**config.mk**
```make
export PLATFORM = sky130hd
export DESIGN_NAME = mc_control
export DESIGN_NICKNAME = d
export VERILOG_FILES = /design/src/rtl/mc_pkg.sv /design/src/rtl/mc_decode.sv /design/src/rtl/mc_control.sv
export SDC_FILE = /design/constraint.sdc
export NUM_CORES = 1
export LEC_CHECK = 0
export BUFFER_PORTS_ARGS = -buffer_cell sky130_fd_sc_hd__buf_2
export CORE_MARGIN = 2
export CORE_UTILIZATION = 45
export CTS_BUF_LIST = sky130_fd_sc_hd__clkbuf_16
export DETAILED_ROUTE_END_ITERATION = 7
export PLACE_DENSITY = 0.84
export SKIP_LAST_GASP = 1
export SYNTH_ARGS = -nofsm -noshare
export SYNTH_HDL_FRONTEND = slang
export SYNTH_HIERARCHICAL = 1
export SYNTH_SLANG_ARGS = --single-unit
```
**constraint.sdc**
```tcl
create_clock -name clk -period 4.9 [get_ports clk]
set_clock_uncertainty 0.1 [all_clocks]
set_input_delay 0.98 -clock clk [delete_from_list [all_inputs] [get_ports clk]]
set_output_delay 0.98 -clock clk [all_outputs]
set_load 0.05 [all_outputs]
```
**src/rtl/mc_pkg.sv**
```systemverilog
// rtl/mc_pkg.sv - shared encodings for the RV32I multi-cycle sequencer
// Contents: opcode constants, immediate-format select, pc_sel/wb_sel
// encodings, sequencer state enum and instruction class enum.
// Optional feature macro: MC_CTRL_TRAP_EN (adds the TRAP state).
package mc_pkg;

    localparam int XLEN = 32;

    localparam logic [6:0] OP_R      = 7'b0110011;
    localparam logic [6:0] OP_IALU   = 7'b0010011;
    localparam logic [6:0] OP_LOAD   = 7'b0000011;
    localparam logic [6:0] OP_STORE  = 7'b0100011;
    localparam logic [6:0] OP_BRANCH = 7'b1100011;
    localparam logic [6:0] OP_JAL    = 7'b1101111;
    localparam logic [6:0] OP_JALR   = 7'b1100111;

    // Immediate-format select, shared with the immediate generator
    localparam logic [2:0] IMM_R = 3'd0;
    localparam logic [2:0] IMM_I = 3'd1;
    localparam logic [2:0] IMM_S = 3'd2;
    localparam logic [2:0] IMM_B = 3'd3;
    localparam logic [2:0] IMM_J = 3'd4;

    localparam logic [1:0] PC_PLUS4 = 2'd0;
    localparam logic [1:0] PC_IMM   = 2'd1;
    localparam logic [1:0] PC_ALU   = 2'd2;

    localparam logic [1:0] WB_ALU = 2'd0;
    localparam logic [1:0] WB_MEM = 2'd1;
    localparam logic [1:0] WB_PC4 = 2'd2;

    typedef enum logic [2:0] {
        ST_FETCH,
        ST_DECODE,
        ST_EXEC,
        ST_MEM,
        ST_WB
`ifdef MC_CTRL_TRAP_EN
        , ST_TRAP
`endif
    } state_e;

    typedef enum logic [2:0] {
        CL_NONE,
        CL_R,
        CL_IALU,
        CL_LOAD,
        CL_STORE,
        CL_BRANCH,
        CL_JAL,
        CL_JALR
    } class_e;

endpackage

```
**src/rtl/mc_decode.sv**
```systemverilog
// rtl/mc_decode.sv - opcode to {class, immsel, legal} mapping
// Ports:
//   opcode_i  in  7  instruction opcode field inst[6:0]
//   cls_o     out    instruction class (CL_NONE when illegal)
//   immsel_o  out 3  immediate format for this class
//   legal_o   out 1  opcode belongs to a supported class
module mc_decode
    import mc_pkg::*;
(
    input  logic [6:0] opcode_i,
    output class_e     cls_o,
    output logic [2:0] immsel_o,
    output logic       legal_o
);

    always_comb begin
        cls_o    = CL_NONE;
        immsel_o = IMM_R;
        legal_o  = 1'b1;
        case (opcode_i)
            OP_R:      begin cls_o = CL_R;      immsel_o = IMM_R; end
            OP_IALU:   begin cls_o = CL_IALU;   immsel_o = IMM_I; end
            OP_LOAD:   begin cls_o = CL_LOAD;   immsel_o = IMM_I; end
            OP_STORE:  begin cls_o = CL_STORE;  immsel_o = IMM_S; end
            OP_BRANCH: begin cls_o = CL_BRANCH; immsel_o = IMM_B; end
            OP_JAL:    begin cls_o = CL_JAL;    immsel_o = IMM_J; end
            OP_JALR:   begin cls_o = CL_JALR;   immsel_o = IMM_I; end
            default:   legal_o = 1'b0;
        endcase
    end

endmodule

```
**src/rtl/mc_control.sv**
```systemverilog
// rtl/mc_control.sv - multi-cycle FETCH/DECODE/EXEC/MEM/WB sequencer
// Ports:
//   clk, rst (sync, active-high)
//   inst       in  N  instruction register contents
//   mem_ready  in  1  shared memory port accepted/completed request
//   br_taken   in  1  branch comparator result
//   immsel, ir_we, pc_we, pc_sel, mem_req, mem_we, mem_addr_sel,
//   alu_src_b, alu_fn, rf_we, wb_sel, illegal  out  datapath controls
// Optional feature macro: MC_CTRL_TRAP_EN (illegal opcode traps until reset;
// otherwise an illegal opcode retires as a NOP).
module mc_control
    import mc_pkg::*;
#(
    parameter int N = XLEN
) (
    input  logic         clk,
    input  logic         rst,
    input  logic [N-1:0] inst,
    input  logic         mem_ready,
    input  logic         br_taken,
    output logic [2:0]   immsel,
    output logic         ir_we,
    output logic         pc_we,
    output logic [1:0]   pc_sel,
    output logic         mem_req,
    output logic         mem_we,
    output logic         mem_addr_sel,
    output logic         alu_src_b,
    output logic [3:0]   alu_fn,
    output logic         rf_we,
    output logic [1:0]   wb_sel,
    output logic         illegal
);

    state_e     state_q, state_d;
    class_e     cls_q;
    logic [2:0] immsel_q;

    class_e     dec_cls;
    logic [2:0] dec_immsel;
    logic       dec_legal;

    mc_decode u_decode (
        .opcode_i (inst[6:0]),
        .cls_o    (dec_cls),
        .immsel_o (dec_immsel),
        .legal_o  (dec_legal)
    );

    // State register; class and immsel are captured at the end of DECODE
    // and held until the next DECODE.
    always_ff @(posedge clk) begin
        if (rst) begin
            state_q  <= ST_FETCH;
            cls_q    <= CL_NONE;
            immsel_q <= IMM_R;
        end else begin
            state_q <= state_d;
            if (state_q == ST_DECODE) begin
                cls_q    <= dec_cls;
                immsel_q <= dec_immsel;
            end
        end
    end

    always_comb begin
        state_d = state_q;
        case (state_q)
            ST_FETCH: if (mem_ready) state_d = ST_DECODE;
            ST_DECODE: begin
                if (dec_legal) begin
                    state_d = ST_EXEC;
                end else begin
`ifdef MC_CTRL_TRAP_EN
                    state_d = ST_TRAP;
`else
                    state_d = ST_FETCH;
`endif
                end
            end
            ST_EXEC: begin
                case (cls_q)
                    CL_R, CL_IALU:     state_d = ST_WB;
                    CL_LOAD, CL_STORE: state_d = ST_MEM;
                    default:           state_d = ST_FETCH;
                endcase
            end
            ST_MEM: begin
                if (mem_ready) state_d = (cls_q == CL_STORE) ? ST_FETCH : ST_WB;
            end
            ST_WB: state_d = ST_FETCH;
`ifdef MC_CTRL_TRAP_EN
            ST_TRAP: state_d = ST_TRAP;
`endif
            default: state_d = ST_FETCH;
        endcase
    end

    // ALU controls derived from the latched class; address computation for
    // load/store/JALR always needs a plain add.
    logic       alu_src_b_c;
    logic [3:0] alu_fn_c;

    always_comb begin
        alu_src_b_c = (cls_q != CL_R) && (cls_q != CL_BRANCH);
        if (cls_q == CL_LOAD || cls_q == CL_STORE || cls_q == CL_JALR) begin
            alu_fn_c = 4'b0000;
        end else begin
            alu_fn_c = {inst[30], inst[14:12]};
        end
    end

    // Outputs are all forced low while rst is high, whatever the state.
    always_comb begin
        immsel       = IMM_R;
        ir_we        = 1'b0;
        pc_we        = 1'b0;
        pc_sel       = PC_PLUS4;
        mem_req      = 1'b0;
        mem_we       = 1'b0;
        mem_addr_sel = 1'b0;
        alu_src_b    = 1'b0;
        alu_fn       = 4'b0000;
        rf_we        = 1'b0;
        wb_sel       = WB_ALU;
        illegal      = 1'b0;
        if (!rst) begin
            case (state_q)
                ST_FETCH: begin
                    mem_req = 1'b1;
                    ir_we   = mem_ready;
                end
                ST_DECODE: begin
                    // immsel comes straight from decode so it is valid in DECODE
                    immsel = dec_immsel;
`ifndef MC_CTRL_TRAP_EN
                    if (!dec_legal) pc_we = 1'b1;
`endif
                end
                ST_EXEC: begin
                    immsel    = immsel_q;
                    alu_src_b = alu_src_b_c;
                    alu_fn    = alu_fn_c;
                    case (cls_q)
                        CL_BRANCH: begin
                            pc_we  = 1'b1;
                            pc_sel = br_taken ? PC_IMM : PC_PLUS4;
                        end
                        CL_JAL: begin
                            rf_we  = 1'b1;
                            wb_sel = WB_PC4;
                            pc_we  = 1'b1;
                            pc_sel = PC_IMM;
                        end
                        CL_JALR: begin
                            rf_we  = 1'b1;
                            wb_sel = WB_PC4;
                            pc_we  = 1'b1;
                            pc_sel = PC_ALU;
                        end
                        default: ;
                    endcase
                end
                ST_MEM: begin
                    immsel       = immsel_q;
                    alu_src_b    = alu_src_b_c;
                    alu_fn       = alu_fn_c;
                    mem_req      = 1'b1;
                    mem_addr_sel = 1'b1;
                    mem_we       = (cls_q == CL_STORE);
                    if (mem_ready && cls_q == CL_STORE) pc_we = 1'b1;
                end
                ST_WB: begin
                    immsel    = immsel_q;
                    alu_src_b = alu_src_b_c;
                    alu_fn    = alu_fn_c;
                    rf_we     = 1'b1;
                    wb_sel    = (cls_q == CL_LOAD) ? WB_MEM : WB_ALU;
                    pc_we     = 1'b1;
                end
`ifdef MC_CTRL_TRAP_EN
                ST_TRAP: illegal = 1'b1;
`endif
                default: ;
            endcase
        end
    end

endmodule

```
==> flow_summary.yaml <==
sta:
  setup_viol: 0
  tns_ns: 0
  rsz0062_at_grt: "no"
  hold_viol: 0
  worst_slew_pin_slew_ns: 0.660
  holdWs_ns: 0.374
  min_period_ns: 3.53
  fin_ws_ns: 1.37
  max_freq_mhz: 283
  drv_slew: 0
  max-slew-margin-rel_pct: 55.8
  period_share_pct: 72.1
critical_path:
  path_class: "input port to output pin"
  r2r_slack_ns: 3.12
  path_max_fanout: 7
  r2r_start: "state_q[0]"
  endpoint_kind: "output pin"
  startpoint: "inst[2]"
  required_ns: 3.82
  cp.arrival_ns: 2.45
  start_kind: "input port"
global_routing:
  grt_pass1_wl_mm: 3.37
  grt_max_degree: 22
  antenna_found_initial: 0
  overflow: 0
  grt_util_all_layers_pct: 20.1
  first_global_vias: 771
placed_design:
  gp_congestion: 0.807
  dpl_cell_area_um2: 1030
  pre_cts_ws_ns: 1.46
  dpl.hpwl_mm: 1.54
  io_buffers: 32
routing:
  detail-route-antenna-nets: 0
  drt_drc_violations_left: 0
  drtPass1Iterations: 4
  drtIter0Drc: 28
  vias_per_cell: 5.50
  routed_wl_mm: 2.17
  wl_per_cell_um: 12.8
  vias: 929
min_path:
  hold_start: "immsel_q[1]"
  hold_class: "flip-flop to flip-flop"
synth:
  yosysWarnings: 6
  synthCells: 117
  synth_edf_count: 0
  async_flop_share_pct: 0
  syn-cell-area_um2: 878
  syn_avg_cell_area_um2: 7.51
  synth_nets: 153
  synth-seq-area-share_pct: 20.5
  synth_seq_cells: 9
  synth_cell_types: 42
  ys.flop_type: "dfxtp_1"
flow_run:
  cap_violations: 0
pwr:
  switching_power_uw: 57.4
  intPower_uw: 194
  p_comb_share_pct: 14.2
  p_clk_share_pct: 55.2
  swShare_pct: 22.8
  power_uw: 251
  ir_drop_v: 0.000229
  p_leak_uw: 0.000475
  cellPowerDensity_nw_per_um2: 227
  p_seq_share_pct: 30.6
cells_and_area:
  layout_commonest_cell: "buf_2"
  mostFrequentLayoutCells: "32 x buf_2, 9 x a21oi_1, 9 x nor2_1, 9 x dfxtp_1, 8 x nand2_1"
  drive_gt1_share_pct: 28.5
  antenna_cells: 0
  area_growth_pct: 25.9
  fin_area_um2: 1110
  fin_nets: 181
clock_tree:
  clock_latency_ns: 0.23
  hold_buffers: 0
  htree_levels: 1
  cts_repair_resize_count: 0
  cts_buffers: 3
  clock-sinks: 9
  post_cts_buffers: 0
  cts_tree: "yes"
  clk_pin_slew_ns: 0.04
  cts_max_path_buffers: 2
  root_buffer: "clkbuf_16"
floorplan:
  ios: 55
  die_h_um: 48.2
  start_util_pct: 49.3
  dieArea_um2: 2320
  fp.dieW_um: 48.2
  rows: 15
  core_um2: 1780
outcome:
  status: "finished, final reports clean"
## power groups by stage
stage / Clock (uW) / Sequential [uW] / Combinational, uW
6_report: 139 / 76.9 / 35.7
5_1_grt: 143 / 77.2 / 38.9
2_1_floorplan: 0 / 76.3 / 25.3
3_3_place_gp: 0 / 78.0 / 33.8
4_1_cts: 141 / 76.8 / 35.5
3_5_place_dp: 0 / 78.0 / 34.6
## worst max-delay path, cell delays in order
cell      delay [ns]
buf_2           0.16
mux2i_1         0.32
a211oi_1        0.11
nor3b_1         0.20
o21bai_1        0.09
a311oi_1        0.28
buf_2           0.31
## cells in the mapped netlist, drive strengths merged (2+ instances only)
cell	instances	share of area, %
nor2	9	3.8
nand3	2	1.1
o211ai	2	1.7
a21oi	9	5.1
and3	2	1.4
or3b	2	2.3
o21ai	2	1.1
buf	4	2.7
mux2i	5	5.7
nor4	3	2.1
a211oi	6	5.7
dfxtp	9	21
a21o	3	2.6
nand3b	3	2.6
nor2b	5	3.6
nand2b	6	4.3
nand2	8	3.4
and2b	2	1.9
clkbuf	5	2.1
nor3b	5	5.4
nor3	4	2.3
and2	7	5.0
## through the flow
step / cells / util (%)
after global routing: 169 / 62.0
final: 169 / 62.0
after CTS: 169 / 62.0
after floorplan: 117 / -
after detailed placement: 165 / 57.6
after global placement: 165 / 57.6
## logic make-up after synthesis
group                     Yosys count  synth area share, %
AOI/OAI and AO/OA                  27                 22.9
xor gates and xnor gates            1                0.997
buffers and inverters              10                 5.27
DFF                                 9                 20.5
muxes                               5                 5.70
other                               1                0.427
and+or+nand+nor                    64                 44.2
## layer usage
metal  global-route usage [%]  vias to the layer above  share of wire (%)
met3                     4.07                        2                5.0
met4                     5.95                        0               0.55
li1                         -                      474                  -
met1                     25.8                      420                 44
met2                     33.9                       33                 51
met5                        0                        -                  0
## flip-flops by register name, summed over array words and instances, names as in the netlist
register	cells
cls_q	3
immsel_q	3
state_q	3
## cell type report
cell class | instances | area, um2
clock buffers | 3 | 75.1
clock inverters | 1 | 3.75
fillers | 159 | 677
inverters | 1 | 3.75
multi-input cells | 98 | 652
flip-flops and latches | 9 | 180
well taps | 25 | 31.3
repair buffers | 32 | 160
## final timing paths
| path | endpoint | cells after the start |
|---|---|---|
| worst max-delay path | pc_we | 7 |
| worst min-delay path | immsel_q[1] | 2 |
| worst min register to register | immsel_q[1] | 2 |
| worst max register to register | immsel_q[2] | 3 |
Note: power is estimated with default switching activity, not from simulation.
